`src/rtl/vga_timing_if.sv`:
```
// Video timing bundle: pixel strobe in, sync/blank/coordinate/pulse outputs.
interface vga_timing_if #(
    parameter int unsigned XW = 10,
    parameter int unsigned YW = 10
);
    logic          i_pix_stb;
    logic          o_hs;
    logic          o_vs;
    logic          o_de;
    logic          o_hblank;
    logic          o_vblank;
    logic [XW-1:0] o_x;
    logic [YW-1:0] o_y;
    logic          o_frame_start;
    logic          o_line_start;
    logic          o_animate;

    // Timing generator side.
    modport master (
        input  i_pix_stb,
        output o_hs, o_vs, o_de, o_hblank, o_vblank,
        output o_x, o_y, o_frame_start, o_line_start, o_animate
    );

    // Pixel generator / consumer side.
    modport slave (
        output i_pix_stb,
        input  o_hs, o_vs, o_de, o_hblank, o_vblank,
        input  o_x, o_y, o_frame_start, o_line_start, o_animate
    );
endinterface

```
`src/rtl/vga_timing_gen.sv`:
```
// Parametrised raster timing generator. Outputs are registered from the
// next-state counter values, so they line up with the counters on every edge.
module vga_timing_gen #(
    parameter int unsigned H_ACTIVE = 640,
    parameter int unsigned H_FP     = 16,
    parameter int unsigned H_SYNC   = 96,
    parameter int unsigned H_BP     = 48,
    parameter int unsigned V_ACTIVE = 480,
    parameter int unsigned V_FP     = 10,
    parameter int unsigned V_SYNC   = 2,
    parameter int unsigned V_BP     = 33,
    parameter bit          HS_POL   = 1'b0,
    parameter bit          VS_POL   = 1'b0,
    parameter int unsigned XW       = 10,
    parameter int unsigned YW       = 10
) (
    input  logic         i_clk,
    input  logic         i_rst,
    vga_timing_if.master bus
);
    localparam int unsigned H_TOTAL  = H_ACTIVE + H_FP + H_SYNC + H_BP;
    localparam int unsigned V_TOTAL  = V_ACTIVE + V_FP + V_SYNC + V_BP;
    localparam int unsigned HS_START = H_ACTIVE + H_FP;
    localparam int unsigned HS_END   = HS_START + H_SYNC;
    localparam int unsigned VS_START = V_ACTIVE + V_FP;
    localparam int unsigned VS_END   = VS_START + V_SYNC;

    logic [XW-1:0] h_cnt_q, h_cnt_d;
    logic [YW-1:0] v_cnt_q, v_cnt_d;
    logic          hs_q, hs_d;
    logic          vs_q, vs_d;
    logic          de_q, de_d;
    logic          hblank_q, hblank_d;
    logic          vblank_q, vblank_d;
    logic [XW-1:0] x_q, x_d;
    logic [YW-1:0] y_q, y_d;
    logic          frame_start_q, frame_start_d;
    logic          line_start_q, line_start_d;
    logic          animate_q, animate_d;

    // Counter advance on pixel strobe; vertical steps on horizontal wrap.
    always_comb begin
        h_cnt_d = h_cnt_q;
        v_cnt_d = v_cnt_q;
        if (bus.i_pix_stb) begin
            if (32'(h_cnt_q) == H_TOTAL - 1) begin
                h_cnt_d = '0;
                if (32'(v_cnt_q) == V_TOTAL - 1) begin
                    v_cnt_d = '0;
                end else begin
                    v_cnt_d = v_cnt_q + YW'(1);
                end
            end else begin
                h_cnt_d = h_cnt_q + XW'(1);
            end
        end
    end

    // Output decode from next counter values; pulses only on a strobe edge.
    always_comb begin
        hblank_d      = 32'(h_cnt_d) >= H_ACTIVE;
        vblank_d      = 32'(v_cnt_d) >= V_ACTIVE;
        de_d          = !hblank_d && !vblank_d;
        hs_d          = ((32'(h_cnt_d) >= HS_START) && (32'(h_cnt_d) < HS_END)) ? HS_POL : !HS_POL;
        vs_d          = ((32'(v_cnt_d) >= VS_START) && (32'(v_cnt_d) < VS_END)) ? VS_POL : !VS_POL;
        x_d           = hblank_d ? XW'(H_ACTIVE - 1) : h_cnt_d;
        y_d           = vblank_d ? YW'(V_ACTIVE - 1) : v_cnt_d;
        line_start_d  = bus.i_pix_stb && (h_cnt_d == '0);
        frame_start_d = line_start_d && (v_cnt_d == '0);
        animate_d     = line_start_d && (32'(v_cnt_d) == V_ACTIVE);
    end

    // State and output registers; reset parks on the last back-porch pixel.
    always_ff @(posedge i_clk or posedge i_rst) begin
        if (i_rst) begin
            h_cnt_q       <= XW'(H_TOTAL - 1);
            v_cnt_q       <= YW'(V_TOTAL - 1);
            hs_q          <= !HS_POL;
            vs_q          <= !VS_POL;
            de_q          <= 1'b0;
            hblank_q      <= 1'b1;
            vblank_q      <= 1'b1;
            x_q           <= XW'(H_ACTIVE - 1);
            y_q           <= YW'(V_ACTIVE - 1);
            frame_start_q <= 1'b0;
            line_start_q  <= 1'b0;
            animate_q     <= 1'b0;
        end else begin
            h_cnt_q       <= h_cnt_d;
            v_cnt_q       <= v_cnt_d;
            hs_q          <= hs_d;
            vs_q          <= vs_d;
            de_q          <= de_d;
            hblank_q      <= hblank_d;
            vblank_q      <= vblank_d;
            x_q           <= x_d;
            y_q           <= y_d;
            frame_start_q <= frame_start_d;
            line_start_q  <= line_start_d;
            animate_q     <= animate_d;
        end
    end

    assign bus.o_hs          = hs_q;
    assign bus.o_vs          = vs_q;
    assign bus.o_de          = de_q;
    assign bus.o_hblank      = hblank_q;
    assign bus.o_vblank      = vblank_q;
    assign bus.o_x           = x_q;
    assign bus.o_y           = y_q;
    assign bus.o_frame_start = frame_start_q;
    assign bus.o_line_start  = line_start_q;
    assign bus.o_animate     = animate_q;
endmodule

```
`src/flat_wrapper.sv`:
```
// flat-port wrapper written by rule: the top's interface ports become plain ports
module vga_timing_gen_flat 
#(
    parameter int unsigned H_ACTIVE = 640,
    parameter int unsigned H_FP     = 16,
    parameter int unsigned H_SYNC   = 96,
    parameter int unsigned H_BP     = 48,
    parameter int unsigned V_ACTIVE = 480,
    parameter int unsigned V_FP     = 10,
    parameter int unsigned V_SYNC   = 2,
    parameter int unsigned V_BP     = 33,
    parameter bit          HS_POL   = 1'b0,
    parameter bit          VS_POL   = 1'b0,
    parameter int unsigned XW       = 10,
    parameter int unsigned YW       = 10
)
  (i_clk, i_rst, bus_i_pix_stb, bus_o_hs, bus_o_vs, bus_o_de, bus_o_hblank, bus_o_vblank, bus_o_x, bus_o_y, bus_o_frame_start, bus_o_line_start, bus_o_animate);
  vga_timing_if #(.XW(XW), .YW(YW)) bus_i ();
  input  logic i_clk;
  input  logic i_rst;
  input wire logic [$bits(bus_i.i_pix_stb)-1:0] bus_i_pix_stb;
  output wire logic [$bits(bus_i.o_hs)-1:0] bus_o_hs;
  output wire logic [$bits(bus_i.o_vs)-1:0] bus_o_vs;
  output wire logic [$bits(bus_i.o_de)-1:0] bus_o_de;
  output wire logic [$bits(bus_i.o_hblank)-1:0] bus_o_hblank;
  output wire logic [$bits(bus_i.o_vblank)-1:0] bus_o_vblank;
  output wire logic [$bits(bus_i.o_x)-1:0] bus_o_x;
  output wire logic [$bits(bus_i.o_y)-1:0] bus_o_y;
  output wire logic [$bits(bus_i.o_frame_start)-1:0] bus_o_frame_start;
  output wire logic [$bits(bus_i.o_line_start)-1:0] bus_o_line_start;
  output wire logic [$bits(bus_i.o_animate)-1:0] bus_o_animate;
  assign bus_i.i_pix_stb = bus_i_pix_stb;
  assign bus_o_hs = bus_i.o_hs;
  assign bus_o_vs = bus_i.o_vs;
  assign bus_o_de = bus_i.o_de;
  assign bus_o_hblank = bus_i.o_hblank;
  assign bus_o_vblank = bus_i.o_vblank;
  assign bus_o_x = bus_i.o_x;
  assign bus_o_y = bus_i.o_y;
  assign bus_o_frame_start = bus_i.o_frame_start;
  assign bus_o_line_start = bus_i.o_line_start;
  assign bus_o_animate = bus_i.o_animate;
  vga_timing_gen #(.H_ACTIVE(H_ACTIVE), .H_FP(H_FP), .H_SYNC(H_SYNC), .H_BP(H_BP), .V_ACTIVE(V_ACTIVE), .V_FP(V_FP), .V_SYNC(V_SYNC), .V_BP(V_BP), .HS_POL(HS_POL), .VS_POL(VS_POL), .XW(XW), .YW(YW)) u_core (.i_clk(i_clk), .i_rst(i_rst), .bus(bus_i));
endmodule
```
`config.mk`:
```
export PLATFORM = sky130hd
export DESIGN_NAME = vga_timing_gen_flat
export DESIGN_NICKNAME = d
export VERILOG_FILES = /design/src/rtl/vga_timing_if.sv /design/src/rtl/vga_timing_gen.sv /design/src/flat_wrapper.sv
export SDC_FILE = /design/constraint.sdc
export NUM_CORES = 1
export LEC_CHECK = 0
export ABC_AREA = 1
export CORE_ASPECT_RATIO = 1.4
export CORE_MARGIN = 2
export CORE_UTILIZATION = 55
export CTS_CLUSTER_DIAMETER = 200
export DETAILED_ROUTE_END_ITERATION = 16
export PLACE_DENSITY = 0.79
export RECOVER_POWER = 100
export SLEW_MARGIN = 20
export SYNTH_ARGS = -nofsm -noshare
export SYNTH_HDL_FRONTEND = slang
export SYNTH_SLANG_ARGS = --single-unit
```
`constraint.sdc`:
```
create_clock -name i_clk -period 2.6 [get_ports i_clk]
set_input_delay 0.52 -clock i_clk [delete_from_list [all_inputs] [get_ports i_clk]]
set_output_delay 0.52 -clock i_clk [all_outputs]
set_load 0.03 [all_outputs]
```
==> results of run 1 <==
-- per-layer routing --
layer | GRT usage | share of wire
met1 | 0.262 | 0.39
met2 | 0.396 | 0.53
met3 | 0.0483 | 0.045
met4 | 0.0909 | 0.031
met5 | 0 | 0
-- critical path, cell delays in order --
cell	delay (ns)
sky130_fd_sc_hd__dlygate4sd3_1	0.58
sky130_fd_sc_hd__nand2_1	0.13
sky130_fd_sc_hd__nor2_4	0.19
sky130_fd_sc_hd__nand3_4	0.16
sky130_fd_sc_hd__nor2_4	0.13
sky130_fd_sc_hd__nand2_1	0.06
sky130_fd_sc_hd__nand2_1	0.07
sky130_fd_sc_hd__nand2_2	0.10
sky130_fd_sc_hd__a21oi_4	0.17
sky130_fd_sc_hd__nand2_1	0.21
sky130_fd_sc_hd__nand2_4	0.12
sky130_fd_sc_hd__nor2_1	0.05
-- report_power, final --
group / total [mW] / internal, mW / switching, mW
clock network: 0.646 / 0.387 / 0.259
registers: 1.03 / 0.928 / 0.0989
logic: 0.594 / 0.196 / 0.398
-- cells by family after synthesis --
kind of cell | share of synthesized area
xor+xnor | 0.0107
other cells | 0.00153
compound gates | 0.0438
simple gates | 0.340
flops | 0.504
fa+ha+maj | 0.0153
buf+inv | 0.0846
-- cell usage in the layout, fill, tap and decap left out, types with 5 or more instances in the layout --
cell,count
sky130_fd_sc_hd__nor2_4,5
sky130_fd_sc_hd__clkbuf_8,5
sky130_fd_sc_hd__o21ai_0,7
sky130_fd_sc_hd__inv_1,47
sky130_fd_sc_hd__dfrtp_1,18
sky130_fd_sc_hd__nand4_1,9
sky130_fd_sc_hd__dfstp_2,29
sky130_fd_sc_hd__nor3_1,6
sky130_fd_sc_hd__dlygate4sd3_1,30
sky130_fd_sc_hd__nand2_1,72
sky130_fd_sc_hd__nor2_1,26
sky130_fd_sc_hd__nand3_1,31
-- per-stage QoR --
stage	hold WS, ns	util	setup WS, ns	cell area, um^2
floorplan	0.464	-	0.711	2460
global placement	0.476	0.667	0.231	2850
detailed placement	0.488	0.667	0.148	2850
CTS	0.503	0.699	0.464	2990
global route	0.546	0.693	0.133	2960
finish	0.533	0.693	0.309	2960
-- worst min-delay path by stage --
stage	end	slack [ns]
2_1_floorplan	u_core.h_cnt_q[1]	0.46
3_3_place_gp	u_core.h_cnt_q[1]	0.48
3_5_place_dp	u_core.h_cnt_q[1]	0.49
4_1_cts	u_core.h_cnt_q[1]	0.50
5_1_grt	u_core.h_cnt_q[2]	0.55
6_report	u_core.h_cnt_q[1]	0.53
-- cell type report --
class | instances | area share
Multi-Input combinational cell | 186 | 0.332
Clock buffer | 5 | 0.0232
Tap cell | 60 | 0.0254
Clock inverter | 3 | 0.0232
Inverter | 51 | 0.0647
Timing Repair Buffer | 33 | 0.113
Sequential cell | 48 | 0.418
-- registers in the layout (all words and copies together), names as in the netlist, 10 cells and up --
name            flops
u_core.bus.o_x     10
u_core.bus.o_y     10
u_core.v_cnt_q     10
u_core.h_cnt_q     10
==> flow_results.xml, run 1 <==
<?xml version="1.0" encoding="UTF-8"?>
<metrics>
  <group name="synthesis">
    <metric name="synth.cells.most_frequent" unit="">sky130_fd_sc_hd__nand2_1 (67), sky130_fd_sc_hd__inv_1 (48), sky130_fd_sc_hd__nand3_1 (31)</metric>
    <metric name="seq_area_frac_synth" unit="">0.504</metric>
    <metric name="synth_area_leaders" unit="">sky130_fd_sc_hd__dfstp_2 (32%), sky130_fd_sc_hd__dfrtp_1 (18%), sky130_fd_sc_hd__nand2_1 (10%)</metric>
    <metric name="synth_top_cell_area_share" unit="">0.321</metric>
    <metric name="yosysUniqueCellTypes" unit="">32</metric>
    <metric name="syn_inst" unit="">287</metric>
    <metric name="asr_flop_ratio_synth" unit="">1.00</metric>
    <metric name="top_count_cell_post_synth" unit="">sky130_fd_sc_hd__nand2_1</metric>
    <metric name="number_of_storage_elements_in_the_synthesis_netlist" unit="">48</metric>
    <metric name="synth_top_cell_by_area" unit="">sky130_fd_sc_hd__dfstp_2</metric>
    <metric name="yosys_most_used_dff" unit="">sky130_fd_sc_hd__dfstp_2</metric>
    <metric name="netlist_area" unit="um^2">2460</metric>
    <metric name="postSynthNetCount" unit="">293</metric>
    <metric name="ys_warn_count" unit="">0</metric>
    <metric name="synth-edff-count" unit="">0</metric>
    <metric name="post_synth.cell_area_avg" unit="um^2">8.56</metric>
  </group>
  <group name="floorplanning">
    <metric name="core-area" unit="um^2">4270</metric>
    <metric name="dieArea" unit="um^2">5020</metric>
    <metric name="dieWidth" unit="um">60.5</metric>
    <metric name="io_pins" unit="">31</metric>
    <metric name="die_height" unit="um">83.1</metric>
    <metric name="rows" unit="">28</metric>
    <metric name="floorplan.initialDensity" unit="">0.575</metric>
  </group>
  <group name="cts">
    <metric name="cts_hold_repair.buffers" unit="">0</metric>
    <metric name="ctsResizeCount" unit="">0</metric>
    <metric name="clkSinkCount" unit="">48</metric>
    <metric name="tritoncts_clock_tree" unit="">done</metric>
    <metric name="postCtsSetupBuffers" unit="">0</metric>
    <metric name="cts_inserted_buffers" unit="">5</metric>
    <metric name="insertion_delay" unit="ns">0.30</metric>
    <metric name="clock_tree.buffer_depth" unit="">2</metric>
    <metric name="h-tree-depth" unit="">2</metric>
    <metric name="ctsRootBufferMaster" unit="">sky130_fd_sc_hd__clkbuf_8</metric>
    <metric name="clk_transition_reported_paths" unit="ns">0.09</metric>
  </group>
  <group name="sta">
    <metric name="unrepaired_setup_endpoints_after_global_routing" unit="">false</metric>
    <metric name="setup_tns" unit="ns">0</metric>
    <metric name="setup_viol" unit="">0</metric>
    <metric name="timing.clock.skew" unit="ns">0.00874</metric>
    <metric name="worst_pin_slew" unit="ns">0.699</metric>
    <metric name="maxClockFrequency" unit="GHz">0.437</metric>
    <metric name="finalWorstPathRequiredPeriod" unit="ns">2.29</metric>
    <metric name="fin_crit_sh" unit="">0.881</metric>
    <metric name="worst_case_headroom_to_the_max_slew_limit" unit="">0.531</metric>
    <metric name="final_max_slew_viol_count" unit="">0</metric>
    <metric name="timing_hold_violations_final" unit="">0</metric>
  </group>
  <group name="global_route">
    <metric name="grt_use_total" unit="">0.228</metric>
    <metric name="first_global_vias" unit="">1976</metric>
    <metric name="antenna_found_initial" unit="">0</metric>
    <metric name="first_pass_grt_wire_length" unit="mm">8.76</metric>
    <metric name="maximum_number_of_pins_on_one_net_before_global_route_repair" unit="">29</metric>
    <metric name="overflow" unit="">0</metric>
  </group>
  <group name="finish">
    <metric name="n_fill_cell" unit="">350</metric>
    <metric name="layout-drive-gt1-share" unit="">0.196</metric>
    <metric name="area_delta_synth_final" unit="%">20.5</metric>
    <metric name="regArea" unit="um^2">1240</metric>
    <metric name="finish.net_count" unit="">331</metric>
    <metric name="multi_input_area" unit="um^2">982</metric>
    <metric name="post_layout_nonfiller_instances" unit="">386</metric>
    <metric name="num_antenna_cells" unit="">0</metric>
  </group>
  <group name="power">
    <metric name="total_power" unit="mW">2.27</metric>
    <metric name="p_leak" unit="nW">1.42</metric>
    <metric name="power-per-cell-area" unit="nW/um^2">766</metric>
    <metric name="worst_ir_drop_vdd" unit="mV">0.752</metric>
  </group>
  <group name="worst_hold_path">
    <metric name="number_of_stages_on_the_worst_hold_path" unit="">2</metric>
    <metric name="worst_hold_startpoint" unit="">u_core.h_cnt_q[1]</metric>
    <metric name="min_path_type" unit="">flip-flop to flip-flop</metric>
  </group>
  <group name="critical_path">
    <metric name="endpoint" unit="">u_core.bus.o_y[5]</metric>
    <metric name="worst-r2r-setup-slack" unit="ns">0.35</metric>
    <metric name="rr_worst_depth" unit="">12</metric>
    <metric name="worst-endpoint-required" unit="ns">2.80</metric>
    <metric name="cp.arrival" unit="ns">2.49</metric>
    <metric name="worstReg2RegEnd" unit="">u_core.bus.o_y[5]</metric>
    <metric name="crit_path_start_kind" unit="">primary input</metric>
    <metric name="reg2reg_from" unit="">u_core.h_cnt_q[0]</metric>
    <metric name="crit_fanout" unit="">8</metric>
    <metric name="worst_setup_path_end_kind" unit="">flip-flop</metric>
    <metric name="critPathLaunch" unit="">bus_i_pix_stb</metric>
    <metric name="timing.setup.critical_path_class" unit="">primary input to flip-flop</metric>
  </group>
  <group name="routing">
    <metric name="route.detailed.wl_per_inst" unit="um">13.0</metric>
    <metric name="first_iter_violations" unit="">108</metric>
    <metric name="drc" unit="">0</metric>
    <metric name="via_density_per_instance" unit="">5.11</metric>
    <metric name="postRouteWirelength" unit="mm">5.01</metric>
    <metric name="detailedRoute.firstPassIterationCount" unit="">4</metric>
    <metric name="antenna_violating_nets_post_route" unit="">0</metric>
    <metric name="vias" unit="">1974</metric>
  </group>
  <group name="placed_design">
    <metric name="buffer_ports.inserted" unit="">30</metric>
    <metric name="post-dp-hpwl" unit="mm">3.87</metric>
    <metric name="placedCellCount" unit="">378</metric>
    <metric name="place_congestion" unit="">0.874</metric>
  </group>
  <group name="run_status">
    <metric name="outcome" unit="">complete, no violations</metric>
  </group>
  <group name="flow_run">
    <metric name="cap_viol_max_count" unit="">0</metric>
  </group>
</metrics>
Power figures use the tool's default switching activity.
==> inputs of run 2 (changes only) <==
Settings changed: GPL_TIMING_DRIVEN set to 0.
==> flow_results.xml, run 2 (synthesis results as in run 1) <==
<?xml version="1.0" encoding="UTF-8"?>
<metrics>
  <group name="routing">
    <metric name="first_iter_violations" unit="">77</metric>
    <metric name="via_density_per_instance" unit="">5.10</metric>
    <metric name="postRouteWirelength" unit="mm">5.06</metric>
    <metric name="drc" unit="">0</metric>
    <metric name="antenna_violating_nets_post_route" unit="">0</metric>
    <metric name="detailedRoute.firstPassIterationCount" unit="">4</metric>
    <metric name="route.detailed.wl_per_inst" unit="um">13.1</metric>
    <metric name="vias" unit="">1970</metric>
  </group>
  <group name="critical_path">
    <metric name="critical-path-top-delay-family" unit="">simple AND/OR/NAND/NOR gates</metric>
    <metric name="critical_path.cell_chain" unit="">dlygate4sd3_1 -&gt; nand2_1 -&gt; nor2_4 -&gt; inv_1 -&gt; nor2_1 -&gt; nand2_1 -&gt; nand2_2 -&gt; inv_1 -&gt; nor2_1 -&gt; nand2_1 -&gt; nor2_1 -&gt; nand3_1 -&gt; nor2_1</metric>
    <metric name="timing.critical_path.mode_cell" unit="">sky130_fd_sc_hd__nor2_1</metric>
    <metric name="crit_fanout" unit="">6</metric>
    <metric name="cp.arrival" unit="ns">2.59</metric>
    <metric name="timing.setup.critical_path_class" unit="">primary input to flip-flop</metric>
    <metric name="path_buf_inv" unit="">3</metric>
    <metric name="timing.critical_path.slowest_cell_delay" unit="ns">0.58</metric>
    <metric name="worst-endpoint-required" unit="ns">2.84</metric>
    <metric name="worst_setup_path_end_kind" unit="">flip-flop</metric>
    <metric name="critical_path.slowest_cell" unit="">sky130_fd_sc_hd__dlygate4sd3_1</metric>
    <metric name="crit_path_start_kind" unit="">primary input</metric>
  </group>
  <group name="finish">
    <metric name="n_fill_cell" unit="">374</metric>
    <metric name="area_delta_synth_final" unit="%">17.5</metric>
    <metric name="num_antenna_cells" unit="">0</metric>
    <metric name="finish.utilization" unit="">0.675</metric>
    <metric name="leading_cell_types_in_the_layout_fill_and_taps_excluded" unit="">sky130_fd_sc_hd__nand2_1 (71), sky130_fd_sc_hd__inv_1 (48), sky130_fd_sc_hd__nand3_1 (32), sky130_fd_sc_hd__dlygate4sd3_1 (30), sky130_fd_sc_hd__dfstp_2 (29)</metric>
    <metric name="regArea" unit="um^2">1240</metric>
    <metric name="finish.net_count" unit="">331</metric>
    <metric name="final_common_cell" unit="">sky130_fd_sc_hd__nand2_1</metric>
    <metric name="layout-drive-gt1-share" unit="">0.193</metric>
    <metric name="multi_input_area" unit="um^2">963</metric>
  </group>
  <group name="cts">
    <metric name="ctsResizeCount" unit="">0</metric>
    <metric name="cts_hold_repair.buffers" unit="">0</metric>
    <metric name="clkSinkCount" unit="">48</metric>
    <metric name="ctsRootBufferMaster" unit="">sky130_fd_sc_hd__clkbuf_8</metric>
    <metric name="postCtsSetupBuffers" unit="">0</metric>
    <metric name="insertion_delay" unit="ns">0.31</metric>
    <metric name="tritoncts_clock_tree" unit="">done</metric>
    <metric name="clk_transition_reported_paths" unit="ns">0.08</metric>
    <metric name="h-tree-depth" unit="">2</metric>
    <metric name="cts_inserted_buffers" unit="">5</metric>
    <metric name="clock_tree.buffer_depth" unit="">2</metric>
  </group>
  <group name="floorplanning">
    <metric name="io_pins" unit="">31</metric>
    <metric name="rows" unit="">28</metric>
    <metric name="core-area" unit="um^2">4270</metric>
    <metric name="dieWidth" unit="um">60.5</metric>
    <metric name="dieArea" unit="um^2">5020</metric>
    <metric name="die_height" unit="um">83.1</metric>
    <metric name="floorplan.initialDensity" unit="">0.575</metric>
  </group>
  <group name="run_status">
    <metric name="outcome" unit="">complete, no violations</metric>
  </group>
  <group name="global_route">
    <metric name="maximum_number_of_pins_on_one_net_before_global_route_repair" unit="">28</metric>
    <metric name="first_pass_grt_wire_length" unit="mm">8.95</metric>
    <metric name="antenna_found_initial" unit="">0</metric>
    <metric name="grt_use_total" unit="">0.236</metric>
    <metric name="overflow" unit="">0</metric>
    <metric name="first_global_vias" unit="">2031</metric>
  </group>
  <group name="power">
    <metric name="worst_ir_drop_vdd" unit="mV">0.572</metric>
    <metric name="p_leak" unit="nW">1.39</metric>
    <metric name="power-per-cell-area" unit="nW/um^2">723</metric>
    <metric name="total_power" unit="mW">2.09</metric>
  </group>
  <group name="sta">
    <metric name="timing_hold_violations_final" unit="">0</metric>
    <metric name="fin_crit_sh" unit="">0.905</metric>
    <metric name="final_max_slew_viol_count" unit="">0</metric>
    <metric name="setup_viol" unit="">0</metric>
    <metric name="timing.hold.ws" unit="ns">0.533</metric>
    <metric name="finalWorstPathRequiredPeriod" unit="ns">2.35</metric>
    <metric name="worst_case_headroom_to_the_max_slew_limit" unit="">0.498</metric>
    <metric name="setup_slack" unit="ns">0.247</metric>
    <metric name="setup_tns" unit="ns">0</metric>
    <metric name="timing.clock.skew" unit="ns">0.0125</metric>
    <metric name="maxClockFrequency" unit="GHz">0.425</metric>
    <metric name="worst_pin_slew" unit="ns">0.752</metric>
    <metric name="unrepaired_setup_endpoints_after_global_routing" unit="">false</metric>
  </group>
  <group name="placed_design">
    <metric name="place_congestion" unit="">0.852</metric>
    <metric name="buffer_ports.inserted" unit="">30</metric>
    <metric name="detailedPlace.worstSlack" unit="ns">0.0577</metric>
    <metric name="post-dp-hpwl" unit="mm">3.95</metric>
  </group>
  <group name="worst_hold_path">
    <metric name="min_path_type" unit="">flip-flop to flip-flop</metric>
  </group>
  <group name="flow_run">
    <metric name="cap_viol_max_count" unit="">0</metric>
  </group>
</metrics>
==> run 2: cell type report <==
cell class / count / share of cell area
Tap cell: 60 / 0.0260
Buffer: 2 / 0.00564
Multi-Input combinational cell: 186 / 0.334
Sequential cell: 48 / 0.429
Timing Repair Buffer: 31 / 0.106
Clock inverter: 2 / 0.00477
Inverter: 51 / 0.0663
Clock buffer: 6 / 0.0286
==> run 2: final timing paths <==
path | from | cells past startpoint | end | slack (ns)
worst max-delay path | bus_i_pix_stb | 13 | u_core.bus.o_animate | 0.25
worst min-delay path | u_core.h_cnt_q[2] | 2 | u_core.h_cnt_q[2] | 0.53
worst max register to register | u_core.h_cnt_q[0] | 13 | u_core.bus.o_animate | 0.27
worst min register to register | u_core.h_cnt_q[2] | 2 | u_core.h_cnt_q[2] | 0.53
max in group asynchronous | i_rst | 3 | u_core.bus.o_animate | 0.70
min in group asynchronous | i_rst | 2 | u_core.bus.o_x[8] | 0.82
==> run 2: report_power, final <==
group / leakage [nW] / internal (mW) / total (mW) / switching, mW
Clock: 0.0516 / 0.218 / 0.471 / 0.253
Combinational: 0.796 / 0.198 / 0.588 / 0.390
Sequential: 0.538 / 0.928 / 1.03 / 0.100
Total: 1.39 / 1.34 / 2.09 / 0.744
==> run 2: metrics by stage <==
step | cell area [um^2] | instances
finish | 2890 | 386
global route | 2890 | 386
CTS | 2950 | 386
detailed placement | 2850 | 378
global placement | 2830 | 377
floorplan | 2460 | 287
==> run 2: per-layer routing <==
metal | global-route usage | share of wire | vias up
met5 | 0 | 0 | -
li1 | - | - | 975
met3 | 0.0483 | 0.026 | 15
met1 | 0.266 | 0.37 | 943
met2 | 0.405 | 0.56 | 37
met4 | 0.117 | 0.035 | 0
==> run 2: worst register-to-register path, stage by stage, from the launching register on <==
cell and delay [ns]:
sky130_fd_sc_hd__dfstp_1 0.60, sky130_fd_sc_hd__ha_1 0.20, sky130_fd_sc_hd__nand2_1 0.11, sky130_fd_sc_hd__nor2_4 0.20, sky130_fd_sc_hd__inv_1 0.07, sky130_fd_sc_hd__nor2_1 0.29, sky130_fd_sc_hd__nand2_1 0.11, sky130_fd_sc_hd__nand2_2 0.12
sky130_fd_sc_hd__inv_1 0.07, sky130_fd_sc_hd__nor2_1 0.08, sky130_fd_sc_hd__nand2_1 0.09, sky130_fd_sc_hd__nor2_1 0.13, sky130_fd_sc_hd__nand3_1 0.11, sky130_fd_sc_hd__nor2_1 0.09
==> inputs of run 3 (changes only) <==
Settings changed: PLACE_DENSITY 0.79 to 0.8.
==> flow_results.xml, run 3 (synthesis results as in run 1) <==
<?xml version="1.0" encoding="UTF-8"?>
<metrics>
  <group name="run_status">
    <metric name="outcome" unit="">complete, no violations</metric>
  </group>
  <group name="power">
    <metric name="combinationalPowerShare" unit="">0.282</metric>
    <metric name="power-per-cell-area" unit="nW/um^2">723</metric>
    <metric name="p_leak" unit="nW">1.39</metric>
    <metric name="internal_power" unit="mW">1.34</metric>
    <metric name="power.sequential.fraction" unit="">0.495</metric>
    <metric name="worst_ir_drop_vdd" unit="mV">0.535</metric>
    <metric name="p_sw" unit="mW">0.744</metric>
    <metric name="share_clk_of_total_power" unit="">0.223</metric>
    <metric name="swShare" unit="">0.356</metric>
  </group>
  <group name="global_route">
    <metric name="first_pass_grt_wire_length" unit="mm">9.11</metric>
    <metric name="first_global_vias" unit="">2018</metric>
    <metric name="antenna_found_initial" unit="">0</metric>
    <metric name="maximum_number_of_pins_on_one_net_before_global_route_repair" unit="">27</metric>
    <metric name="grt_use_total" unit="">0.238</metric>
    <metric name="overflow" unit="">0</metric>
  </group>
  <group name="sta">
    <metric name="finalWorstPathRequiredPeriod" unit="ns">2.35</metric>
    <metric name="setup_viol" unit="">0</metric>
    <metric name="maxClockFrequency" unit="GHz">0.425</metric>
    <metric name="setup_tns" unit="ns">0</metric>
    <metric name="setup_slack" unit="ns">0.247</metric>
    <metric name="timing_hold_violations_final" unit="">0</metric>
    <metric name="fin_crit_sh" unit="">0.905</metric>
    <metric name="timing.clock.skew" unit="ns">0.00531</metric>
    <metric name="worst_pin_slew" unit="ns">0.798</metric>
    <metric name="final_max_slew_viol_count" unit="">0</metric>
    <metric name="unrepaired_setup_endpoints_after_global_routing" unit="">false</metric>
    <metric name="worst_case_headroom_to_the_max_slew_limit" unit="">0.467</metric>
  </group>
  <group name="cts">
    <metric name="ctsRootBufferMaster" unit="">sky130_fd_sc_hd__clkbuf_8</metric>
    <metric name="tritoncts_clock_tree" unit="">done</metric>
    <metric name="h-tree-depth" unit="">2</metric>
    <metric name="postCtsSetupBuffers" unit="">0</metric>
    <metric name="clock_tree.buffer_depth" unit="">2</metric>
    <metric name="cts_inserted_buffers" unit="">5</metric>
    <metric name="clk_transition_reported_paths" unit="ns">0.09</metric>
    <metric name="ctsResizeCount" unit="">0</metric>
    <metric name="cts_hold_repair.buffers" unit="">0</metric>
    <metric name="clkSinkCount" unit="">48</metric>
    <metric name="insertion_delay" unit="ns">0.30</metric>
  </group>
  <group name="flow_run">
    <metric name="cap_viol_max_count" unit="">0</metric>
  </group>
  <group name="critical_path">
    <metric name="reg2reg_from" unit="">u_core.h_cnt_q[4]</metric>
    <metric name="critical_path.slowest_cell" unit="">sky130_fd_sc_hd__dlygate4sd3_1</metric>
    <metric name="timing.setup.critical_path_class" unit="">primary input to flip-flop</metric>
    <metric name="worst_setup_path_end_kind" unit="">flip-flop</metric>
    <metric name="cp.arrival" unit="ns">2.54</metric>
    <metric name="crit_fanout" unit="">8</metric>
    <metric name="critPathLaunch" unit="">bus_i_pix_stb</metric>
    <metric name="critical_path.cell_chain" unit="">dlygate4sd3_1 -&gt; nand2_1 -&gt; nor2_4 -&gt; nand3_4 -&gt; o21ai_1 -&gt; nand2_1 -&gt; nor2_1 -&gt; nand2_4 -&gt; nand2_4 -&gt; nor2_1</metric>
    <metric name="worst-endpoint-required" unit="ns">2.79</metric>
    <metric name="crit_path_start_kind" unit="">primary input</metric>
    <metric name="timing.critical_path.slowest_cell_delay" unit="ns">0.59</metric>
  </group>
  <group name="placed_design">
    <metric name="buffer_ports.inserted" unit="">30</metric>
    <metric name="place_congestion" unit="">0.845</metric>
    <metric name="post-dp-hpwl" unit="mm">3.90</metric>
    <metric name="detailedPlace.worstSlack" unit="ns">0.0305</metric>
  </group>
  <group name="routing">
    <metric name="detailedRoute.firstPassIterationCount" unit="">4</metric>
    <metric name="antenna_violating_nets_post_route" unit="">0</metric>
    <metric name="via_density_per_instance" unit="">5.13</metric>
    <metric name="route.detailed.wl_per_inst" unit="um">13.3</metric>
    <metric name="vias" unit="">1982</metric>
    <metric name="drc" unit="">0</metric>
    <metric name="first_iter_violations" unit="">56</metric>
    <metric name="postRouteWirelength" unit="mm">5.12</metric>
  </group>
  <group name="finish">
    <metric name="final_common_cell" unit="">sky130_fd_sc_hd__nand2_1</metric>
    <metric name="regArea" unit="um^2">1240</metric>
    <metric name="leading_cell_types_in_the_layout_fill_and_taps_excluded" unit="">sky130_fd_sc_hd__nand2_1 (68), sky130_fd_sc_hd__inv_1 (48), sky130_fd_sc_hd__nand3_1 (33), sky130_fd_sc_hd__dlygate4sd3_1 (30), sky130_fd_sc_hd__dfstp_2 (29)</metric>
    <metric name="layout-drive-gt1-share" unit="">0.199</metric>
    <metric name="num_antenna_cells" unit="">0</metric>
    <metric name="finish.net_count" unit="">331</metric>
    <metric name="multi_input_area" unit="um^2">963</metric>
    <metric name="n_fill_cell" unit="">375</metric>
    <metric name="area_delta_synth_final" unit="%">17.5</metric>
  </group>
  <group name="floorplanning">
    <metric name="core-area" unit="um^2">4270</metric>
    <metric name="floorplan.initialDensity" unit="">0.575</metric>
    <metric name="rows" unit="">28</metric>
    <metric name="die_height" unit="um">83.1</metric>
    <metric name="io_pins" unit="">31</metric>
    <metric name="dieWidth" unit="um">60.5</metric>
    <metric name="dieArea" unit="um^2">5020</metric>
  </group>
  <group name="worst_hold_path">
    <metric name="min_path_type" unit="">flip-flop to flip-flop</metric>
    <metric name="worst_hold_startpoint" unit="">u_core.h_cnt_q[1]</metric>
  </group>
</metrics>
-- run 3: changes by cell type in the layout (fill, tap and decap cells not counted) --
cell                      before  now
sky130_fd_sc_hd__nor2_2        3    2
sky130_fd_sc_hd__nand3_1      32   33
sky130_fd_sc_hd__nand3_4       2    1
sky130_fd_sc_hd__nand2_1      71   68
sky130_fd_sc_hd__nand2_2       3    6
sky130_fd_sc_hd__nor2_4        4    5
-- run 3: layout make-up --
type                    count  share of cell area
well taps                  60              0.0260
plain buffers               2             0.00564
flip-flops and latches     48               0.429
repair buffers             31               0.106
clock inverters             2             0.00477
inverters                  51              0.0663
multi-input cells         186               0.334
clock buffers               6              0.0286
-- run 3: stage by stage --
| stage | instance area [um^2] | cells | power (mW) | util | hold WS [ns] |
|---|---|---|---|---|---|
| after global placement | 2830 | 377 | 1.65 | 0.662 | 0.482 |
| after detailed placement | 2860 | 378 | 1.67 | 0.669 | 0.499 |
| after CTS | 2960 | 386 | 2.15 | 0.691 | 0.513 |
| after global routing | 2890 | 386 | 2.20 | 0.675 | 0.579 |
| after floorplan | 2460 | 287 | 1.47 | - | 0.464 |
| final | 2890 | 386 | 2.09 | 0.675 | 0.543 |
-- run 3: layer usage --
layer  global-route usage  vias up  part of all wire
li1                     -      971                 -
met1                0.268      951              0.38
met5                    0        -                 0
met4               0.0751        0             0.021
met2                0.431       48              0.57
met3               0.0483       12             0.027
-- run 3: power by group through the flow --
| stage | clock (mW) | combinational [mW] | sequential, mW |
|---|---|---|---|
| 2_1_floorplan | 0 | 0.315 | 1.16 |
| 3_3_place_gp | 0 | 0.612 | 1.04 |
| 3_5_place_dp | 0 | 0.632 | 1.04 |
| 4_1_cts | 0.476 | 0.635 | 1.03 |
| 5_1_grt | 0.502 | 0.653 | 1.05 |
| 6_report | 0.466 | 0.589 | 1.03 |
-- run 3: final timing paths --
check                                            end  slack [ns]  cells past startpoint
worst max-delay path                 u_core.bus.o_de        0.25                     10
worst min-delay path               u_core.h_cnt_q[1]        0.54                      2
worst max register to register  u_core.bus.o_animate        0.29                     12
worst min register to register     u_core.h_cnt_q[1]        0.54                      2
max in group asynchronous          u_core.bus.o_x[7]        0.71                      3
min in group asynchronous          u_core.bus.o_y[9]        0.81                      2
-- run 3: critical path: cells and delay by family --
family	cells	cell delay, ns
and+or+nand+nor	8	1.25
buffers and inverters	1	0.59
AOI/OAI and AO/OA	1	0.16
